<file path="src/rtl/demux12_if.sv">
// demux12_if: bundles the input stream, the two output channels and the
// per-channel word counters of the 1:2 stream demultiplexer.
//
//   d, s, d_valid / d_ready    : input word, channel select, handshake
//   y1, y1_valid / y1_ready    : channel 1 slot and handshake
//   y2, y2_valid / y2_ready    : channel 2 slot and handshake
//   cnt1, cnt2                 : saturating accepted-word counters
//
// Modports:
//   slave  - the demux itself
//   master - the environment (producer of d, consumers of y1/y2)
interface demux12_if #(
    parameter int WIDTH = 8,
    parameter int CNT_W = 16
);
    logic [WIDTH-1:0] d;
    logic             s;
    logic             d_valid;
    logic             d_ready;
    logic [WIDTH-1:0] y1;
    logic             y1_valid;
    logic             y1_ready;
    logic [WIDTH-1:0] y2;
    logic             y2_valid;
    logic             y2_ready;
    logic [CNT_W-1:0] cnt1;
    logic [CNT_W-1:0] cnt2;

    modport slave (
        input  d, s, d_valid, y1_ready, y2_ready,
        output d_ready, y1, y1_valid, y2, y2_valid, cnt1, cnt2
    );

    modport master (
        output d, s, d_valid, y1_ready, y2_ready,
        input  d_ready, y1, y1_valid, y2, y2_valid, cnt1, cnt2
    );
endinterface

</file>
<file path="src/rtl/demux12.sv">
// demux12: 1:2 stream demultiplexer. Each accepted input word is steered by
// its select bit into one of two registered output slots (s=0 -> ch1,
// s=1 -> ch2). Each slot has its own valid/ready handshake and a
// saturating counter of words loaded into it.
//
// Ports:
//   clk    - rising-edge clock
//   rst_n  - asynchronous active-low reset (clears slots, valids, counters)
//   bus    - demux12_if.slave: input stream, two output channels, counters
//
// A slot accepts a new word when it is empty or being drained on the same
// edge, so each channel sustains one word per cycle. d_ready follows only
// the selected channel: a stalled selected slot blocks the input even if
// the other slot is free (head-of-line blocking).
module demux12 #(
    parameter int WIDTH = 8,
    parameter int CNT_W = 16
) (
    input  logic        clk,
    input  logic        rst_n,
    demux12_if.slave    bus
);
    localparam logic [CNT_W-1:0] CNT_MAX = {CNT_W{1'b1}};
    localparam logic [CNT_W-1:0] CNT_ONE = {{(CNT_W-1){1'b0}}, 1'b1};

    logic [1:0] y_ready;     // consumer ready, indexed by channel
    logic [1:0] chan_free;   // slot can take a word on the next edge
    logic [1:0] load;        // slot loads on the next edge
    logic       d_ready_int;
    logic       accept;

    assign y_ready = {bus.y2_ready, bus.y1_ready};

    // Only the selected channel's state matters; gated by rst_n so the
    // input is refused while reset is held.
    assign d_ready_int = rst_n & (bus.s ? chan_free[1] : chan_free[0]);
    assign accept      = bus.d_valid & d_ready_int;
    assign load        = {accept & bus.s, accept & ~bus.s};

    genvar gi;
    generate
        for (gi = 0; gi < 2; gi++) begin : gen_ch
            logic [WIDTH-1:0] data_reg;
            logic             valid_reg;
            logic [CNT_W-1:0] cnt_reg;

            assign chan_free[gi] = ~valid_reg | y_ready[gi];

            always_ff @(posedge clk or negedge rst_n) begin
                if (!rst_n) begin
                    data_reg  <= '0;
                    valid_reg <= 1'b0;
                    cnt_reg   <= '0;
                end else begin
                    if (load[gi]) begin
                        // Load wins over drain: a word draining on this
                        // edge is replaced, valid stays high.
                        data_reg  <= bus.d;
                        valid_reg <= 1'b1;
                        if (cnt_reg != CNT_MAX) begin
                            cnt_reg <= cnt_reg + CNT_ONE;
                        end
                    end else if (valid_reg && y_ready[gi]) begin
                        // Data left in place; only valid drops.
                        valid_reg <= 1'b0;
                    end
                end
            end
        end
    endgenerate

    assign bus.d_ready  = d_ready_int;
    assign bus.y1       = gen_ch[0].data_reg;
    assign bus.y1_valid = gen_ch[0].valid_reg;
    assign bus.cnt1     = gen_ch[0].cnt_reg;
    assign bus.y2       = gen_ch[1].data_reg;
    assign bus.y2_valid = gen_ch[1].valid_reg;
    assign bus.cnt2     = gen_ch[1].cnt_reg;
endmodule
</file>
<file path="src/flat_wrapper.sv">
// flat-port wrapper written by rule: the top's interface ports become plain ports
module demux12_flat 
#(
    parameter int WIDTH = 8,
    parameter int CNT_W = 16
)
  (clk, rst_n, bus_d, bus_s, bus_d_valid, bus_y1_ready, bus_y2_ready, bus_d_ready, bus_y1, bus_y1_valid, bus_y2, bus_y2_valid, bus_cnt1, bus_cnt2);
  demux12_if #(.WIDTH(WIDTH), .CNT_W(CNT_W)) bus_i ();
  input  logic clk;
  input  logic rst_n;
  input wire logic [$bits(bus_i.d)-1:0] bus_d;
  input wire logic [$bits(bus_i.s)-1:0] bus_s;
  input wire logic [$bits(bus_i.d_valid)-1:0] bus_d_valid;
  input wire logic [$bits(bus_i.y1_ready)-1:0] bus_y1_ready;
  input wire logic [$bits(bus_i.y2_ready)-1:0] bus_y2_ready;
  output wire logic [$bits(bus_i.d_ready)-1:0] bus_d_ready;
  output wire logic [$bits(bus_i.y1)-1:0] bus_y1;
  output wire logic [$bits(bus_i.y1_valid)-1:0] bus_y1_valid;
  output wire logic [$bits(bus_i.y2)-1:0] bus_y2;
  output wire logic [$bits(bus_i.y2_valid)-1:0] bus_y2_valid;
  output wire logic [$bits(bus_i.cnt1)-1:0] bus_cnt1;
  output wire logic [$bits(bus_i.cnt2)-1:0] bus_cnt2;
  assign bus_i.d = bus_d;
  assign bus_i.s = bus_s;
  assign bus_i.d_valid = bus_d_valid;
  assign bus_i.y1_ready = bus_y1_ready;
  assign bus_i.y2_ready = bus_y2_ready;
  assign bus_d_ready = bus_i.d_ready;
  assign bus_y1 = bus_i.y1;
  assign bus_y1_valid = bus_i.y1_valid;
  assign bus_y2 = bus_i.y2;
  assign bus_y2_valid = bus_i.y2_valid;
  assign bus_cnt1 = bus_i.cnt1;
  assign bus_cnt2 = bus_i.cnt2;
  demux12 #(.WIDTH(WIDTH), .CNT_W(CNT_W)) u_core (.clk(clk), .rst_n(rst_n), .bus(bus_i));
endmodule
</file>
<file path="config.mk">
export PLATFORM = sky130hd
export DESIGN_NAME = demux12_flat
export DESIGN_NICKNAME = d
export VERILOG_FILES = /design/src/rtl/demux12_if.sv /design/src/rtl/demux12.sv /design/src/flat_wrapper.sv
export SDC_FILE = /design/constraint.sdc
export NUM_CORES = 1
export LEC_CHECK = 0
export ABC_AREA = 1
export ABC_CLOCK_PERIOD_IN_PS = 2800
export CORE_AREA = 2 2 87 68
export CTS_CLUSTER_DIAMETER = 120
export DETAILED_ROUTE_END_ITERATION = 16
export DIE_AREA = 0 0 89 70
export PLACE_DENSITY = 0.84
export SLEW_MARGIN = 20
export SYNTH_ARGS = -nofsm -noshare
export SYNTH_HDL_FRONTEND = slang
export SYNTH_SLANG_ARGS = --single-unit
</file>
<file path="constraint.sdc">
create_clock -name clk -period 2.8 [get_ports clk]
set_input_delay 0.56 -clock clk [delete_from_list [all_inputs] [get_ports clk]]
set_output_delay 0.56 -clock clk [all_outputs]
set_load 0.02 [all_outputs]
</file>
==> flow_summary.toml <==
[power_and_ir_drop]
ir_drop_v = 0.000347
p_leak_nw = 1.69
power.total_mw = 1.89
power_density_mw_per_mm2 = 525

[global_routing]
antenna_found_initial = 0
grt_remaining_overflow = 0
grt_usage_pct = 22.5
grt_pass1_vias = 2408
grt_pass1_wl_um = 11100
grt_max_degree = 34

[logic_synthesis]
synth_area_sq_mm = 0.00283
yosysSeqAreaShare_pct = 44.3
synthCells = 385
synth-edff-count = 0
synthFlopType = "dfrtp_1"
post_synth_num_cell_types = 27
ys_warn_count = 0
synth-async-reset-ratio_pct = 100
synth-seq-cells = 50
synth_nets = 401
synth.avg_cell_area_sq_um = 7.34

[final_layout]
diodes = 0
final_common_cell = "nand2_1"
postLayoutCellArea_sq_mm = 0.00360
drive_above_1_share_pct = 7.95
syn2layout_area_growth_pct = 27.5
layout_common_cells = "nand2_1 (168), clkdlybuf4s50_1 (63), dfrtp_1 (50), inv_1 (37), nor2_1 (32)"
stdcell_count = 531
final_nets = 468
utilization_pct = 65.2
fillers = 486

[floorplanning]
die_x_um = 89
ios = 65
fp.dieH_um = 70
core_area_sq_mm = 0.00553
rows = 24
initial_core_util_pct = 51.2
die-area_sq_mm = 0.00623

[detailed_routing]
drc = 0
routed.top_layer = "met4"
wl_per_cell_um = 12.3
wirelength_um = 6540
met3WireLength_um = 516
drt_iter0_drc = 149
vias = 2641
met1_length_um = 3050
met2_length_um = 2860
ant_nets = 0
drt_pre_antenna_iters = 4
vias_per_cell = 4.97

[sta]
slew_headroom_pct = 63.6
period_share_pct = 91.4
timing_worst_slew_pin_value_ns = 0.547
fin_crit_ns = 2.56
rsz0062_at_grt = "false"
drv_slew = 0
fmax_ghz = 0.391
holdWs_ns = 0.290
finalHoldViolCount = 0
setup_viol = 0
tns_ns = 0
clock_skew_ns = 0.00469
timing.final.ws_setup_ns = 0.242

[placement]
io_buffers = 64
dpl_cell_area_sq_mm = 0.00351
gp_congestion = 0.857
dpl.hpwl_um = 4860
place_ws_ns = 0.240
dp_cells = 523

[cts]
postCtsSetupBuffers = 0
ctsHoldBuffers = 0
clk_pin_slew_ns = 0.10
clkLatencyLatePin_ns = 0.30
cts.sinks = 50
cts_tree = "built"
cts_buffers = 5
root_buffer = "clkbuf_8"
clockBufferDepth = 2
postCtsResizedCells = 0
htree_levels = 2

[setup_path]
cp-start-kind = "input pin"
crit_required_ns = 2.24
crit_path_max_fanout = 4
end_kind = "output port"
crit_type = "input pin to output port"
crit_arrival_ns = 2.00

[run_status]
run_status = "complete, no violations"

[hold_path]
min_path_type = "input pin to async pin"

[job]
drv_cap = 0
## where the power goes
group / leakage [nW] / total (mW) / internal (mW) / switching, mW
sequential: 0.664 / 0.926 / 0.812 / 0.114
clock: 0.0441 / 0.424 / 0.176 / 0.248
combinational: 0.982 / 0.543 / 0.253 / 0.290
## layout make-up
type | instances | area, sq um | area share [%]
timing repair buffer | 67 | 658 | 18.3
clock inverter | 3 | 21.3 | 0.590
multi-input combinational | 290 | 1370 | 37.9
tap | 78 | 97.6 | 2.71
inverter | 38 | 143 | 3.96
clock buffer | 5 | 68.8 | 1.91
sequential | 50 | 1250 | 34.7
## worst paths after layout
path | cells past startpoint | slack (ns) | endpoint | start
worst min-delay path | 2 | 0.29 | u_core.bus.cnt1[10] | rst_n
worst max register to register | 8 | 0.99 | u_core.bus.cnt2[7] | u_core.bus.cnt2[0]
max in group asynchronous | 3 | 1.82 | u_core.bus.cnt1[7] | rst_n
min in group clk | 2 | 0.49 | u_core.bus.y1[1] | u_core.bus.y1[1]
worst max-delay path | 5 | 0.24 | bus_d_ready | bus_s
worst min register to register | 2 | 0.49 | u_core.bus.y1[1] | u_core.bus.y1[1]
## metal layers
metal,up-vias,global-route usage [%]
met4,0,7.63
li1,1331,-
met2,85,32.2
met1,1215,32.5
met5,-,0
met3,10,6.74
## sequential cells by signal, indices dropped and copies added, names as in the netlist
name and count:
u_core.bus.y2_valid 1, u_core.bus.cnt2 16, u_core.bus.y1 8, u_core.bus.y1_valid 1, u_core.bus.y2 8, u_core.bus.cnt1 16
## cell families after synthesis
kind of cell             share of synthesized area [%]
XOR/XNOR                                          3.72
flip-flops                                        44.3
adder cells (fa/ha/maj)                          0.885
AND/OR/NAND/NOR                                   39.3
AO/OA/AOI/OAI                                     4.38
buffers and inverters                             7.44
## critical path: stages
cell             delay, ns
clkdlybuf4s50_1       0.47
nand3_1               0.14
nand2_1               0.09
nor2_4                0.12
clkdlybuf4s50_1       0.61
## synth_stat cells, types with 2 or more instances
| cell type | count | area share [%] |
|---|---|---|
| nand4_1 | 12 | 2.7 |
| nand3_1 | 17 | 3.0 |
| nor2_1 | 32 | 4.2 |
| dfrtp_1 | 50 | 44 |
| xor2_1 | 4 | 1.2 |
| nor2_4 | 3 | 1.2 |
| xnor2_1 | 8 | 2.5 |
| ha_1 | 2 | 0.89 |
| nor2_2 | 3 | 0.66 |
| inv_1 | 37 | 4.9 |
| nand2_1 | 168 | 22 |
| buf_2 | 2 | 0.35 |
| nand2_2 | 10 | 2.2 |
| o21ai_0 | 23 | 4.1 |
| nand3_2 | 2 | 0.71 |
(Power assumes the default switching activity.)
